===== config.mk =====
export PLATFORM = sky130hd
export DESIGN_NAME = sext_accumulator
export DESIGN_NICKNAME = d
export VERILOG_FILES = /design/src/rtl/sext_accumulator.sv
export SDC_FILE = /design/constraint.sdc
export NUM_CORES = 1
export LEC_CHECK = 0
export ABC_AREA = 0
export CAP_MARGIN = 20
export CORE_MARGIN = 4
export CORE_UTILIZATION = 40
export DETAILED_ROUTE_END_ITERATION = 8
export GPL_TIMING_DRIVEN = 0
export PLACE_DENSITY_LB_ADDON = 0.15
export SLEW_MARGIN = 10
export SYNTH_ARGS = -nofsm -noshare
export SYNTH_HDL_FRONTEND = slang
export SYNTH_SLANG_ARGS = --single-unit

===== constraint.sdc =====
create_clock -name clk -period 4.5 [get_ports clk]
set_input_delay 1.125 -clock clk [delete_from_list [all_inputs] [get_ports clk]]
set_output_delay 1.125 -clock clk [all_outputs]
set_load 0.005 [all_outputs]

===== src/rtl/sext_accumulator.sv =====
// Purpose : sign-extends a stream of signed bytes and reduces each block of 2^LOG2_N samples to one 32-bit sum (or average when SEXT_ACC_AVG_EN is defined).
// Latency : result registered on the edge that accepts the last sample of a block; out_valid visible the following cycle.
// Backpres: while a result is held, in_ready is low and out_1 stays stable until out_ready; reset (sync, active-high) discards partial and held blocks.
module sext_accumulator #(
   parameter int LOG2_N = 2
) (
   input  logic        clk,
   input  logic        reset,
   input  logic [7:0]  in_1,
   input  logic        in_valid,
   output logic        in_ready,
   output logic [31:0] out_1,
   output logic        out_valid,
   input  logic        out_ready,
   output logic [7:0]  sample_cnt
);

   // Index of the last sample in a block; N is at most 256 so it fits in 8 bits.
   localparam logic [7:0] CNT_LAST = 8'((1 << LOG2_N) - 1);

   typedef enum logic {
      ACCUM = 1'b0,
      HOLD  = 1'b1
   } state_t;

   state_t      state;
   state_t      state_nxt;
   logic [31:0] acc;
   logic [31:0] acc_nxt;
   logic [7:0]  cnt;
   logic [7:0]  cnt_nxt;
   logic [31:0] res_q;
   logic [31:0] res_nxt;

   logic        in_hs;
   logic        out_hs;
   logic [31:0] sample_sext;
   logic [31:0] block_sum;
   logic [31:0] block_result;

   // Handshake decode: in_ready depends only on state (and reset), never on out_ready.
   always_comb begin
      in_ready  = (state == ACCUM) && !reset;
      out_valid = (state == HOLD);
      in_hs     = in_valid && in_ready;
      out_hs    = out_valid && out_ready;
   end

   // Widen the incoming byte and form the running sum including this sample.
   always_comb begin
      sample_sext = {{24{in_1[7]}}, in_1};
      block_sum   = acc + sample_sext;
`ifdef SEXT_ACC_AVG_EN
      // Arithmetic shift: average rounded toward negative infinity.
      block_result = 32'($signed(block_sum) >>> LOG2_N);
`else
      block_result = block_sum;
`endif
   end

   // Next-state and datapath update; everything holds unless a handshake occurs.
   always_comb begin
      state_nxt = state;
      acc_nxt   = acc;
      cnt_nxt   = cnt;
      res_nxt   = res_q;
      case (state)
         ACCUM: begin
            if (in_hs) begin
               if (cnt == CNT_LAST) begin
                  res_nxt   = block_result;
                  acc_nxt   = 32'h0;
                  cnt_nxt   = 8'h0;
                  state_nxt = HOLD;
               end else begin
                  acc_nxt = block_sum;
                  cnt_nxt = cnt + 8'h1;
               end
            end
         end
         HOLD: begin
            if (out_hs) begin
               state_nxt = ACCUM;
            end
         end
         default: begin
            state_nxt = ACCUM;
         end
      endcase
   end

   // State and datapath registers; reset drops any partial or unconsumed block.
   always_ff @(posedge clk) begin
      if (reset) begin
         state <= ACCUM;
         acc   <= 32'h0;
         cnt   <= 8'h0;
         res_q <= 32'h0;
      end else begin
         state <= state_nxt;
         acc   <= acc_nxt;
         cnt   <= cnt_nxt;
         res_q <= res_nxt;
      end
   end

   // Registered outputs.
   always_comb begin
      out_1      = res_q;
      sample_cnt = cnt;
   end

endmodule


==> out/metrics.csv, run 1 <==
metric;value;unit
status;finished clean;
multi-input logic area;2700;um2
Final Util;0.500;
GPL Wtd Cong;0.881;
fin crit share;0.895;
DPL Wire Length;8350;um
RSZ-0062 raised after global routing;no;
nets;625;
die height;111;um
DP Cell Count;705;
total track usage;0.187;
TritonCTS clock tree;done;
die width;111;um
Setup TNS Final;0;ps
WL final;11300;um
crit start category;input port;
peak supply drop;0.156;mV
Post-Layout Cell Count;721;
pin count of the biggest net entering global routing;16;
Worst-Skew Late Latency;360;ps
sequential area share after synthesis;0.343;
syn nets;561;
r2r setup slk;1680;ps
clock root buffer;clkbuf_8;
Final Hold Vio Count;0;
via count;3946;
critical path endpoint category;flip-flop;
register area;1460;um2
Required @ worst endpoint;4790;ps
row count;37;
largest area contributor in the netlist;dfxtp_1;
cts bufs inserted;9;
initial antenna violation count;0;
area delta synth->final;21.8;%
number of synthesized flops with an enable pin;0;
final setup fails;0;
post-layout min period;4030;ps
Slew @ Worst Pin;791;ps
Fmax;0.248;GHz
reg-to-reg startpoint;acc[1];
Slew Limit Fails;0;
worst path arrival time;4310;ps
top-area cell type share of the netlist area;0.343;
FFs w/ async S/R, synth;0;
Slew HR;0.466;
Worst R2R End;acc[23];
wire per inst;15.6;um
Initial DRC Count;231;
most common cell in the netlist;nand2_1;
# Max-Cap Violations;0;
Avg Cell Area, Syn;8.26;um2
clk sink count;73;
fillers;1057;
Min-Delay Path Class;reg -> reg;
library cells used by synthesis;52;
vias in the first global route;3929;
Core Region;10400;um2
grt ovf;0;
flops & latches, synth;73;
ant diodes;0;
Crit Path Class;in -> reg;
synth cell count leaders;nand2_1 (79), dfxtp_1 (73), nor2_1 (51);
Layout Skew;14.2;ps
Synth Cell Area;4260;um2
Syn. warnings;0;
Pwr Density;373;nW/um2
io pins;54;
vias per inst;5.47;
port bufs;52;
first-pass GRT wire length;19100;um
Clock Path Buffers;2;
leakage power;2.24;nW
dominant cells by area after synthesis;dfxtp_1 (34%), ha_1 (9.4%), nand2_1 (7.0%);
Max H-tree Level;3;
share of layout cells above drive strength 1;0.0479;
DRT Pass-1 Iters;5;
total power draw;1.94;mW
Starting Density;0.411;
cells on worst reg2reg path;9;
Main synth FF type;dfxtp_1;
clock slew at reported path FFs;90;ps
Final ANT Viol Nets;0;
hold path endpoint;out_valid;
DRC Markers;0;
Total Die Area;12400;um2
crit path max fanout;15;
Syn Inst Count;516;
Min-Delay Path Depth;2;
worst hold path startpoint;out_valid;
==> repair_timing <==
item,CTS,global route
hold buffers,0,0
buffers inserted,0,0
setup endpoints to repair,0,4
resized for setup,0,1
==> worst max-delay path by stage <==
stage	from	cells after the start	to	slack, ps
after floorplan	in_1[7]	10	acc[31]	1020
after global placement	in_1[7]	11	acc[31]	-600
after detailed placement	in_1[7]	12	acc[31]	-320
after CTS	in_1[7]	11	acc[31]	50
after global routing	in_1[7]	12	acc[31]	280
final	in_1[7]	12	acc[31]	470
==> report_power, final <==
part | internal (mW) | leakage, nW | total (mW) | switching [mW]
clock | 0.314 | 0.103 | 0.583 | 0.268
combinational | 0.262 | 1.54 | 0.625 | 0.364
sequential | 0.698 | 0.594 | 0.729 | 0.0312
total | 1.27 | 2.24 | 1.94 | 0.663
==> logic make-up (layout without fill, tap and decap cells) <==
group                    Yosys count  in the layout  synth area share
flip-flops                        73             73             0.343
adder cells (fa/ha/maj)           33             33            0.0987
AND/OR/NAND/NOR                  223            223             0.257
AO/OA/AOI/OAI                    129            129             0.206
XOR/XNOR                          32             32            0.0690
multiplexers                       1              1           0.00264
buffers and inverters             25             94            0.0238
==> placed cells by master (no fill, tap or decap), drive strengths merged, types with 16 or more instances in the layout <==
cell | Yosys | layout
a21o | 22 | 22
a21oi | 33 | 33
clkbuf | 19 | 29
clkdlybuf4s50 | 0 | 51
dfxtp | 73 | 73
ha | 32 | 32
nand2 | 80 | 80
nand3b | 26 | 26
nor2 | 51 | 51
o21ai | 18 | 18
xor2 | 16 | 16
==> layer usage <==
| metal | GRT usage | vias to the layer above | wire length [um] |
|---|---|---|---|
| li1 | - | 1994 | - |
| met1 | 0.246 | 1849 | 5240 |
| met2 | 0.313 | 88 | 5260 |
| met3 | 0.0404 | 15 | 618 |
| met4 | 0.0479 | 0 | 165 |
| met5 | 0 | - | 0 |
==> stage by stage <==
| step | hold slack, ps | area (um2) | setup slack (ps) |
|---|---|---|---|
| final | 471 | 5190 | 472 |
| after global routing | 493 | 5190 | 282 |
| after CTS | 471 | 5190 | 50.8 |
| after detailed placement | 452 | 4970 | -319 |
| after global placement | 444 | 4950 | -605 |
| after floorplan | 429 | 4260 | 1020 |
==> registers in the layout (all words and copies together), names as in the netlist <==
name	cells
acc	32
out_1	32
sample_cnt	8
out_valid	1
==> worst max-delay path, cell delays in order <==
cell and delay [ps]:
dlymetal6s2s_1 550, buf_8 250, ha_1 260, buf_6 140, a21o_1 180, a21oi_2 180
o31ai_2 100, a32o_1 240, or4_4 540, and3_4 190, or4_1 460, o211ai_1 90
==> area by class of cell <==
cell class / count / area share
Multi-Input combinational cell: 418 / 0.520
Sequential cell: 73 / 0.282
Timing Repair Buffer: 53 / 0.104
Tap cell: 136 / 0.0328
Clock buffer: 10 / 0.0246
Clock inverter: 6 / 0.0178
Buffer: 22 / 0.0174
Inverter: 3 / 0.00217
No activity file was read; power rests on OpenSTA's default activity.
==> inputs of run 2 (changes only) <==
Settings changed: CORE_MARGIN 4 to 8.
==> run 2 against run 1 <==
  * First-iteration DRC count up 7.8%
  * Routed wire length increased by 2.1%
  * Sequential power barely moved
  * Critical path depth stayed put
==> out/metrics.csv, run 2 (same netlist as run 1, synthesis figures left out) <==
metric;value;unit
crit start category;input port;
Clock Path Buffers;2;
Slew HR;0.441;
Min-Delay Path Class;reg -> reg;
clock slew at reported path FFs;80;ps
area delta synth->final;20.9;%
fin crit share;0.952;
Layout Skew;7.01;ps
DRC Markers;0;
clk sink count;73;
fillers;1002;
status;finished clean;
Final Hold Vio Count;0;
wire per inst;16.0;um
Crit Path Class;in -> reg;
DPL Wire Length;8590;um
GPL Wtd Cong;0.896;
ant diodes;0;
post-layout min period;4290;ps
die height;119;um
vias in the first global route;3955;
port bufs;52;
# Max-Cap Violations;0;
worst hold path startpoint;acc[28];
critical path endpoint category;flip-flop;
Worst R2R End;acc[31];
design area;5150;um2
Core Region;10300;um2
Required @ worst endpoint;4770;ps
worst path arrival time;4560;ps
cts bufs inserted;9;
Fmax;0.233;GHz
DP Cell Count;705;
DP Worst Slack;-145;ps
DRT Pass-1 Iters;5;
first-pass GRT wire length;19600;um
die width;119;um
vias per inst;5.50;
initial antenna violation count;0;
Post-Layout Cell Count;720;
Max H-tree Level;3;
Starting Density;0.413;
Total Die Area;14200;um2
total track usage;0.168;
grt ovf;0;
post-CTS setup buffer count;0;
Min-Delay Path Depth;2;
cells on worst reg2reg path;9;
Slew @ Worst Pin;828;ps
Worst Setup SP;in_1[7];
commonest cells after routing, fill and taps aside;nand2_1 (79), dfxtp_1 (73), clkdlybuf4s50_1 (52);
Final ANT Viol Nets;0;
row count;37;
post-placement cell area;4970;um2
RSZ-0062 raised after global routing;no;
Slew Limit Fails;0;
via count;3959;
peak supply drop;0.176;mV
r2r setup slk;1670;ps
clock root buffer;clkbuf_8;
commonest non-fill, non-tap cell in the layout;nand2_1;
final setup fails;0;
Post-CTS Resized;0;
crit path max fanout;19;
io pins;54;
Worst-Skew Late Latency;350;ps
nets;625;
pin count of the biggest net entering global routing;20;
TritonCTS clock tree;done;
WL final;11500;um
Initial DRC Count;249;
share of layout cells above drive strength 1;0.0479;
hold path endpoint;acc[28];
leakage power;2.22;nW
cts hold-fix bufs;0;
reg-to-reg startpoint;acc[16];
PnR worst setup slack;214;ps
Pwr Density;360;nW/um2
[run 2: changes by cell type in the layout (fill, tap and decap cells not counted), sizes merged]
cell | before | now
clkdlybuf4s50 | 51 | 52
clkbuf | 29 | 28
clkinv | 2 | 3
dlymetal6s2s | 1 | 0
bufinv | 2 | 1
[run 2: worst max-delay path, stage by stage]
cell	delay (ps)
clkdlybuf4s50_1	760
buf_8	250
ha_1	260
buf_6	140
a21o_1	180
a21oi_2	180
o31ai_2	100
a32o_1	250
or4_4	540
and3_4	190
or4_1	470
o211ai_1	100
[run 2: cell type report]
cell class              count  area (um2)  area share
flip-flops and latches     73        1460       0.284
clock inverters             6        60.1      0.0117
plain buffers              22        90.1      0.0175
clock buffers               9         124      0.0241
repair buffers             53         536       0.104
multi-input cells         418        2700       0.524
well taps                 136         170      0.0330
inverters                   3        11.3     0.00219
[run 2: where the power goes]
part           total (mW)  switching (mW)  internal, mW
Combinational       0.624           0.363         0.262
Clock               0.500           0.250         0.250
Sequential          0.729          0.0318         0.698
Total                1.85           0.645          1.21
[run 2: worst max path at each step]
stage | to | cells after the start | slack (ps)
after floorplan | acc[31] | 10 | 1020
after global placement | acc[31] | 11 | -560
after detailed placement | acc[31] | 12 | -140
after CTS | acc[31] | 12 | 220
after global routing | acc[31] | 12 | 80
final | acc[31] | 12 | 210
[run 2: per-layer routing]
layer | vias to the layer above | wire length (um) | GRT usage
met5 | - | 0 | 0
met4 | 0 | 155 | 0.0688
met3 | 10 | 841 | 0.0383
met2 | 97 | 5410 | 0.274
met1 | 1861 | 5110 | 0.209
li1 | 1991 | - | -
[run 2: through the flow]
stage	TNS (ps)	power, mW	utilization	hold slack [ps]
finish	0	1.85	0.499	467
CTS	0	1.86	0.499	467
detailed placement	-145	1.36	0.481	450
global placement	-7710	1.35	0.480	441
global route	0	1.98	0.499	481
floorplan	0	1.22	-	429
